$ cat src/rtl/seg_scan_ctrl_pkg.sv
`default_nettype none
// ============================================================================
// Module   : seg_scan_ctrl_pkg
// Purpose  : Shared definitions for the 4-digit seven-segment scan controller:
//            scan FSM encoding, register addresses, CTRL bit positions and a
//            small anode-decode helper.
// Ports    : n/a (package)
// Revision : 1.0 - initial release
// ============================================================================
package seg_scan_ctrl_pkg;

  // Scan FSM encoding
  typedef enum logic [1:0] {
    ST_OFF   = 2'd0,
    ST_SHOW  = 2'd1,
    ST_BLANK = 2'd2
  } scan_state_t;

  // CPU bus geometry
  localparam int BUS_W      = 32;
  localparam int DATA_W     = 16;
  localparam int CTRL_W     = 9;
  localparam int NUM_DIGITS = 4;

  // Register addresses
  localparam logic ADDR_DATA = 1'b0;
  localparam logic ADDR_CTRL = 1'b1;

  // CTRL register layout
  localparam int CTRL_MASK_LSB = 0;  // [3:0] digit enable mask
  localparam int CTRL_DP_LSB   = 4;  // [7:4] per-digit decimal point
  localparam int CTRL_EN_BIT   = 8;  // [8]   global scan enable

  // Active-low anode pattern selecting a single digit
  function automatic logic [NUM_DIGITS-1:0] digit_anode(input logic [1:0] digit);
    digit_anode = ~(4'b0001 << digit);
  endfunction

endpackage
`default_nettype wire

$ cat src/rtl/seg_scan_ctrl_if.sv
`default_nettype none
// ============================================================================
// Module   : seg_scan_ctrl_if
// Purpose  : CPU register-access bus of the scan controller.
// Signals  : wr_en   - one-cycle write strobe
//            addr    - register select (0 = DATA, 1 = CTRL)
//            wr_data - write data, unused bits ignored by the slave
//            rd_data - combinational readback of the pending register
// Modports : master (CPU side), slave (controller side)
// Revision : 1.0 - initial release
// ============================================================================
interface seg_scan_ctrl_if;
  import seg_scan_ctrl_pkg::*;

  logic             wr_en;
  logic             addr;
  logic [BUS_W-1:0] wr_data;
  logic [BUS_W-1:0] rd_data;

  modport master (output wr_en, output addr, output wr_data, input  rd_data);
  modport slave  (input  wr_en, input  addr, input  wr_data, output rd_data);

endinterface
`default_nettype wire

$ cat src/rtl/seg_scan_ctrl_hex7seg.sv
`default_nettype none
// ============================================================================
// Module   : hex7seg
// Purpose  : Combinational hex nibble to seven-segment glyph decoder.
// Ports    : i_hex [3:0] - nibble to display
//            o_seg [6:0] - active-low segments, bit0 = a ... bit6 = g
// Revision : 1.0 - initial release
// ============================================================================
module hex7seg (
  input  logic [3:0] i_hex,
  output logic [6:0] o_seg
);

  always_comb begin
    o_seg = 7'h7F;
    case (i_hex)
      4'h0: o_seg = 7'h40;
      4'h1: o_seg = 7'h79;
      4'h2: o_seg = 7'h24;
      4'h3: o_seg = 7'h30;
      4'h4: o_seg = 7'h19;
      4'h5: o_seg = 7'h12;
      4'h6: o_seg = 7'h02;
      4'h7: o_seg = 7'h78;
      4'h8: o_seg = 7'h00;
      4'h9: o_seg = 7'h10;
      4'hA: o_seg = 7'h08;
      4'hB: o_seg = 7'h03;
      4'hC: o_seg = 7'h46;
      4'hD: o_seg = 7'h21;
      4'hE: o_seg = 7'h06;
      4'hF: o_seg = 7'h0E;
      default: o_seg = 7'h7F;
    endcase
  end

endmodule
`default_nettype wire

$ cat src/rtl/seg_scan_ctrl.sv
`default_nettype none
// ============================================================================
// Module   : seg_scan_ctrl
// Purpose  : Time-multiplexed 4-digit seven-segment scan controller with
//            double-buffered DATA/CTRL registers and anti-ghosting blanking.
// Ports    : System_clk - sole clock, rising edge
//            reset      - asynchronous active-low reset
//            bus        - CPU register bus (slave modport)
//            ano[3:0]   - active-low digit anodes (registered)
//            BCDs[7:0]  - active-low segments, bit7 = dp (registered)
//            frame_done - one-cycle pulse as digit 3's blank slot ends
// Revision : 1.0 - initial release
// ============================================================================
module seg_scan_ctrl
  import seg_scan_ctrl_pkg::*;
#(
  parameter int DIGIT_CYCLES = 100000,
  parameter int BLANK_CYCLES = 1000
) (
  input  logic          System_clk,
  input  logic          reset,
  seg_scan_ctrl_if.slave bus,
  output logic [3:0]    ano,
  output logic [7:0]    BCDs,
  output logic          frame_done
);

  localparam int c_cnt_w = $clog2(DIGIT_CYCLES);
  localparam logic [c_cnt_w-1:0] c_show_last  = c_cnt_w'(DIGIT_CYCLES - BLANK_CYCLES - 1);
  localparam logic [c_cnt_w-1:0] c_blank_last = c_cnt_w'(BLANK_CYCLES - 1);

  // Pending (CPU-visible) and active (displayed) register copies
  logic [DATA_W-1:0] r_pend_data, r_act_data;
  logic [CTRL_W-1:0] r_pend_ctrl, r_act_ctrl;

  // Scan state
  scan_state_t        r_state, w_state_nxt;
  logic [1:0]         r_digit, w_digit_nxt;
  logic [c_cnt_w-1:0] r_cnt,   w_cnt_nxt;

  // Output pipeline
  logic [3:0] r_ano,  w_ano_nxt;
  logic [7:0] r_bcds, w_bcds_nxt;

  logic [3:0] w_nibble;
  logic [6:0] w_seg;
  logic [3:0] w_mask, w_dp;
  logic       w_act_en;
  logic       w_frame_end;
  logic       w_unused_wr_data;

  assign w_unused_wr_data = ^bus.wr_data[BUS_W-1:DATA_W];

  assign w_mask   = r_act_ctrl[CTRL_MASK_LSB +: NUM_DIGITS];
  assign w_dp     = r_act_ctrl[CTRL_DP_LSB +: NUM_DIGITS];
  assign w_act_en = r_act_ctrl[CTRL_EN_BIT];

  // Last cycle of digit 3's blank slot: the only point where the active copy
  // may change while scanning, so a frame is never shown half-updated.
  assign w_frame_end = (r_state == ST_BLANK) && (r_digit == 2'd3) && (r_cnt == c_blank_last);
  assign frame_done  = w_frame_end;

  assign bus.rd_data = (bus.addr == ADDR_DATA) ? {{(BUS_W-DATA_W){1'b0}}, r_pend_data}
                                               : {{(BUS_W-CTRL_W){1'b0}}, r_pend_ctrl};

  // ---------------------------------------------------------------------------
  // Register file: pending written by CPU, active reloaded at frame end or
  // continuously while scanning is disabled. A write landing on the frame-end
  // cycle is seen by the active copy only at the following frame.
  // ---------------------------------------------------------------------------
  always_ff @(posedge System_clk or negedge reset) begin
    if (!reset) begin
      r_pend_data <= '0;
      r_pend_ctrl <= '0;
      r_act_data  <= '0;
      r_act_ctrl  <= '0;
    end else begin
      if (bus.wr_en) begin
        if (bus.addr == ADDR_DATA) r_pend_data <= bus.wr_data[DATA_W-1:0];
        else                       r_pend_ctrl <= bus.wr_data[CTRL_W-1:0];
      end
      if (!w_act_en || w_frame_end) begin
        r_act_data <= r_pend_data;
        r_act_ctrl <= r_pend_ctrl;
      end
    end
  end

  // ---------------------------------------------------------------------------
  // Scan FSM: state register
  // ---------------------------------------------------------------------------
  always_ff @(posedge System_clk or negedge reset) begin
    if (!reset) begin
      r_state <= ST_OFF;
      r_digit <= 2'd0;
      r_cnt   <= '0;
      r_ano   <= 4'hF;
      r_bcds  <= 8'hFF;
    end else begin
      r_state <= w_state_nxt;
      r_digit <= w_digit_nxt;
      r_cnt   <= w_cnt_nxt;
      r_ano   <= w_ano_nxt;
      r_bcds  <= w_bcds_nxt;
    end
  end

  // ---------------------------------------------------------------------------
  // Scan FSM: next state and next outputs
  // ---------------------------------------------------------------------------
  always_comb begin
    w_state_nxt = r_state;
    w_digit_nxt = r_digit;
    w_cnt_nxt   = r_cnt + 1'b1;
    w_ano_nxt   = 4'hF;
    w_bcds_nxt  = 8'hFF;

    case (r_state)
      ST_OFF: begin
        w_cnt_nxt   = '0;
        w_digit_nxt = 2'd0;
        if (w_act_en) w_state_nxt = ST_SHOW;
      end
      ST_SHOW: begin
        if (r_cnt == c_show_last) begin
          w_state_nxt = ST_BLANK;
          w_cnt_nxt   = '0;
        end
      end
      ST_BLANK: begin
        if (r_cnt == c_blank_last) begin
          w_cnt_nxt = '0;
          if (r_digit == 2'd3) begin
            // The active copy takes the pending value on this very edge, so
            // the pending enable decides whether another frame follows.
            w_digit_nxt = 2'd0;
            w_state_nxt = r_pend_ctrl[CTRL_EN_BIT] ? ST_SHOW : ST_OFF;
          end else begin
            w_digit_nxt = r_digit + 2'd1;
            w_state_nxt = ST_SHOW;
          end
        end
      end
      default: begin
        w_state_nxt = ST_OFF;
        w_digit_nxt = 2'd0;
        w_cnt_nxt   = '0;
      end
    endcase

    // A masked digit keeps its slot but stays fully dark (anode and segments).
    if ((r_state == ST_SHOW) && w_mask[r_digit]) begin
      w_ano_nxt  = digit_anode(r_digit);
      w_bcds_nxt = {~w_dp[r_digit], w_seg};
    end
  end

  assign w_nibble = r_act_data[{r_digit, 2'b00} +: 4];

  hex7seg u_hex7seg (
    .i_hex (w_nibble),
    .o_seg (w_seg)
  );

  assign ano  = r_ano;
  assign BCDs = r_bcds;

endmodule
`default_nettype wire

$ cat src/flat_wrapper.sv
// flat-port wrapper written by rule: the top's interface ports become plain ports
module seg_scan_ctrl_flat import seg_scan_ctrl_pkg::*;
#(
  parameter int DIGIT_CYCLES = 100000,
  parameter int BLANK_CYCLES = 1000
)
  (System_clk, reset, ano, BCDs, frame_done, bus_wr_en, bus_addr, bus_wr_data, bus_rd_data);
  seg_scan_ctrl_if bus_i ();
  input  logic System_clk;
  input  logic reset;
  output logic [3:0] ano;
  output logic [7:0] BCDs;
  output logic frame_done;
  input wire logic [$bits(bus_i.wr_en)-1:0] bus_wr_en;
  input wire logic [$bits(bus_i.addr)-1:0] bus_addr;
  input wire logic [$bits(bus_i.wr_data)-1:0] bus_wr_data;
  output wire logic [$bits(bus_i.rd_data)-1:0] bus_rd_data;
  assign bus_i.wr_en = bus_wr_en;
  assign bus_i.addr = bus_addr;
  assign bus_i.wr_data = bus_wr_data;
  assign bus_rd_data = bus_i.rd_data;
  seg_scan_ctrl #(.DIGIT_CYCLES(DIGIT_CYCLES), .BLANK_CYCLES(BLANK_CYCLES)) u_core (.System_clk(System_clk), .reset(reset), .bus(bus_i), .ano(ano), .BCDs(BCDs), .frame_done(frame_done));
endmodule
$ cat config.mk
export PLATFORM = sky130hd
export DESIGN_NAME = seg_scan_ctrl_flat
export DESIGN_NICKNAME = d
export VERILOG_FILES = /design/src/rtl/seg_scan_ctrl_pkg.sv /design/src/rtl/seg_scan_ctrl_if.sv /design/src/rtl/seg_scan_ctrl_hex7seg.sv /design/src/rtl/seg_scan_ctrl.sv /design/src/flat_wrapper.sv
export SDC_FILE = /design/constraint.sdc
export NUM_CORES = 1
export LEC_CHECK = 0
export CAP_MARGIN = 20
export CORE_MARGIN = 2
export CORE_UTILIZATION = 44
export CTS_BUF_LIST = sky130_fd_sc_hd__clkbuf_2 sky130_fd_sc_hd__clkbuf_4 sky130_fd_sc_hd__clkbuf_8
export DETAILED_ROUTE_END_ITERATION = 10
export MAX_ROUTING_LAYER = met4
export PLACE_DENSITY = 0.78
export SLEW_MARGIN = 20
export SYNTH_ARGS = -nofsm -noshare
export SYNTH_HDL_FRONTEND = slang
export SYNTH_SLANG_ARGS = --single-unit
$ cat constraint.sdc
create_clock -name System_clk -period 2.4 [get_ports System_clk]
set_input_delay 0.48 -clock System_clk [delete_from_list [all_inputs] [get_ports System_clk]]
set_output_delay 0.48 -clock System_clk [all_outputs]
set_load 0.005 [all_outputs]
==> results.md <==
* R2R cell count at 9
* Outcome: finished, violations left
* Clk slew on worst S/H paths at 90 ps
* Util after Layout at 55.4%
* Synth cell types at 45
* Clock H-tree levels at 3
* Leading cell type in the layout, fill and taps excluded: dfrtp_1
* 1st-pass router iterations at 4
* CP Max Fanout at 2
* Worst-path cell chain: ha_2, or4bb_4, nor2_4, and3_4, and3_4, buf_6
* R2r endpoint: u_core.r_act_data[2]$_DFFE_PN0P_
* Flop-to-flop setup slack at 30 ps
* Failing checks: negative setup slack
* GR Util All Layers at 17.6%
* Commonest non-fill, non-tap cells in the layout: dfrtp_1 (71), clkdlybuf4s50_1 (44), mux2_2 (38), buf_4 (24), mux2_1 (18)
* Syn_area_per_cell at 12.5 um^2
* DRC errors left at 0
* Register area share after synthesis at 51.1%
* CP arrival at 1970 ps
* FP Rows at 35
* Final WS setup at -48.3 ps
* DR vias/cell at 5.14
* Hold buffer count at CTS at 0
* Async SR Flop Fraction at 100%
* Worst VDD drop at 431 uV
* WP data required at 1920 ps
* Initial Util at 44.9%
* Final Hold Viols at 0
* Unrepaired setup endpoints after global routing: yes
* HP Class: primary input to asynchronous set/reset pin
* Crit-path slowest cell: or4bb_4
* Clk_lat worst skew at 360 ps
* Fmax at 408 MHz
* Detail Placement HPWL at 5550 um
* Die Wd at 100 um
* Period utilization at 102%
* CTS buffer count at 9
* Slew headroom at 48.3%
* Hold Slack at 190 ps
* Via count at 2,647
* Endpoints failing setup at 1
* Global-route wire length before repair at 13,400 um
* CP Launch Type: register
* Syn Inst Count at 327
* EDFF count, synth at 0
* Die area at 10,100 um^2
* FF+latch count, synth at 83
* Layout cell share with drive strength beyond 1 at 30.2%
* I/O pins at 81
* Nets at 450
* Starting DRC count in detailed routing at 86
* Placed instance count at 494
* Grt total ovfl at 0
* Crit path kind: register to primary output
* Ant diodes at 0
* Fin Clk Skew at 9.14 ps
* Lkg Pwr at 0.00213 uW
* Max clock buf depth at 2
* Critical path endpoint category: primary output
* Ys flop type: dfrtp_1
* Core Region at 9110 um^2
* Cell mode on critical path: and3_4
* Largest net degree at the start of global routing at 64
* Worst r2r src: u_core.r_cnt[1]$_DFF_PN0_
* Slew Limit Fails at 0
* Non-Filler Instances at 515
* Measured slew at the worst slew-check pin at 776 ps
* Initial antenna violation count at 0
* CTS Sinks at 83
* P per Cell Area at 859 nW/um^2
* Final worst path period need at 2450 ps
* Gpl congestion at 0.827
* Mapped cell area at 4090 um^2
* PortBufs at 48
* Vias in the first global route at 2,775
* Die Height at 100 um
* Crit-path max cell delay at 490 ps
* Maxcap violations at 0
* Routed Antenna Nets at 0
* Setup slack at placement at -95.6 ps
* CTS tree: yes
* Final WL at 7950 um
* WL/cell at 15.4 um
* Yosys warnings at 0
* Root buf cell: clkbuf_8
* Area added between synthesis and finish at 23.3%
logic make-up (layout without fill, tap and decap cells):
logic type      after synthesis  after routing  share of synthesized area (%)
xor+xnor                     15             15                           3.21
flops                        83             83                           51.1
buf+inv                      42            104                           6.18
other cells                   1             16                         0.0917
simple gates                 84             84                           11.0
mux                          68             68                           20.3
compound gates               19             19                           3.49
fa+ha+maj                    15             15                           4.59
layout make-up:
class / count / area [um^2]
flip-flops and latches: 83 / 2090
clock buffers: 9 / 124
clock inverters: 7 / 61.3
fillers: 793 / 4070
well taps: 111 / 139
repair buffers: 75 / 742
multi-input cells: 217 / 1840
inverters: 13 / 48.8
per-layer routing:
metal	global-route usage, %	up-vias	routed length [um]
met3	3.62	6	279
met1	22.8	1334	3660
met5	-	-	0
met2	28.1	62	3930
met4	5.16	0	78
li1	-	1245	-
sequential cells by signal, indices dropped and copies added, names as in the netlist:
name / count
u_core.r_pend_ctrl: 9
u_core.r_cnt: 17
u_core.r_act_ctrl: 9
u_core.r_state: 2
u_core.ano: 4
u_core.r_pend_data: 16
u_core.r_digit: 2
u_core.r_act_data: 16
u_core.BCDs: 8
power breakdown:
group	switching (uW)	total (uW)	internal [uW]	leakage (uW)
Clock	550	942	392	0.0000879
Sequential	175	1900	1720	0.00101
Combinational	720	1500	775	0.00103
Total	1450	4330	2890	0.00213
synth_stat cells, types with 2 or more instances:
cell type / instances / share of area (%)
a21oi_1: 5 / 0.61
and3_1: 3 / 0.46
buf_4: 17 / 3.1
buf_8: 2 / 0.73
clkbuf_1: 7 / 0.64
dfrtp_1: 71 / 43
dfstp_2: 12 / 7.7
ha_1: 15 / 4.6
inv_1: 13 / 1.2
mux2_1: 20 / 5.5
mux2_2: 39 / 11
mux2i_1: 3 / 0.73
mux4_2: 6 / 3.3
nand2_1: 17 / 1.6
nand2b_1: 3 / 0.46
nand3_1: 8 / 0.98
nand4_1: 2 / 0.31
nand4b_1: 2 / 0.43
nor2_1: 16 / 1.5
nor2_2: 10 / 1.5
nor2b_1: 10 / 1.5
nor3_1: 3 / 0.37
nor4_1: 3 / 0.46
o211ai_1: 2 / 0.37
o21ai_0: 2 / 0.24
o221ai_1: 4 / 0.86
xnor2_1: 9 / 1.9
xor2_1: 6 / 1.3
worst max-delay path by stage:
stage | startpoint | endpoint | slack, ps | cells past startpoint
floorplan | u_core.r_cnt[0]$_DFF_PN0_ | u_core.r_act_data[10]$_DFFE_PN0P_ | 190 | 8
global placement | u_core.r_cnt[0]$_DFF_PN0_ | frame_done | -80 | 6
detailed placement | u_core.r_cnt[0]$_DFF_PN0_ | frame_done | -100 | 6
CTS | u_core.r_cnt[1]$_DFF_PN0_ | frame_done | -60 | 6
global route | u_core.r_cnt[0]$_DFF_PN0_ | frame_done | -120 | 6
finish | u_core.r_cnt[1]$_DFF_PN0_ | frame_done | -50 | 6
critical path, delay by kind of cell, from the launching register on:
family	cells	cell delay, ps
adders and majority gates	1	180
buffers and inverters	1	90
DFF	1	360
and+or+nand+nor	4	990
through the flow:
| stage | cell area, um^2 | total power, uW | setup TNS (ps) |
|---|---|---|---|
| after detailed placement | 4760 | 3400 | -183 |
| after global placement | 4760 | 3320 | -150 |
| after CTS | 5020 | 4360 | -55.2 |
| after global routing | 5040 | 4610 | -964 |
| after floorplan | 4150 | 2850 | 0 |
| final | 5040 | 4330 | -48.3 |
repair_timing:
action,4_1_cts,5_1_grt
gates resized for setup,13,3
setup buffers,3,1
endpoints found under the setup margin,9,25
cloned,1,0
pin swaps,3,2
(Power assumes the default switching activity.)
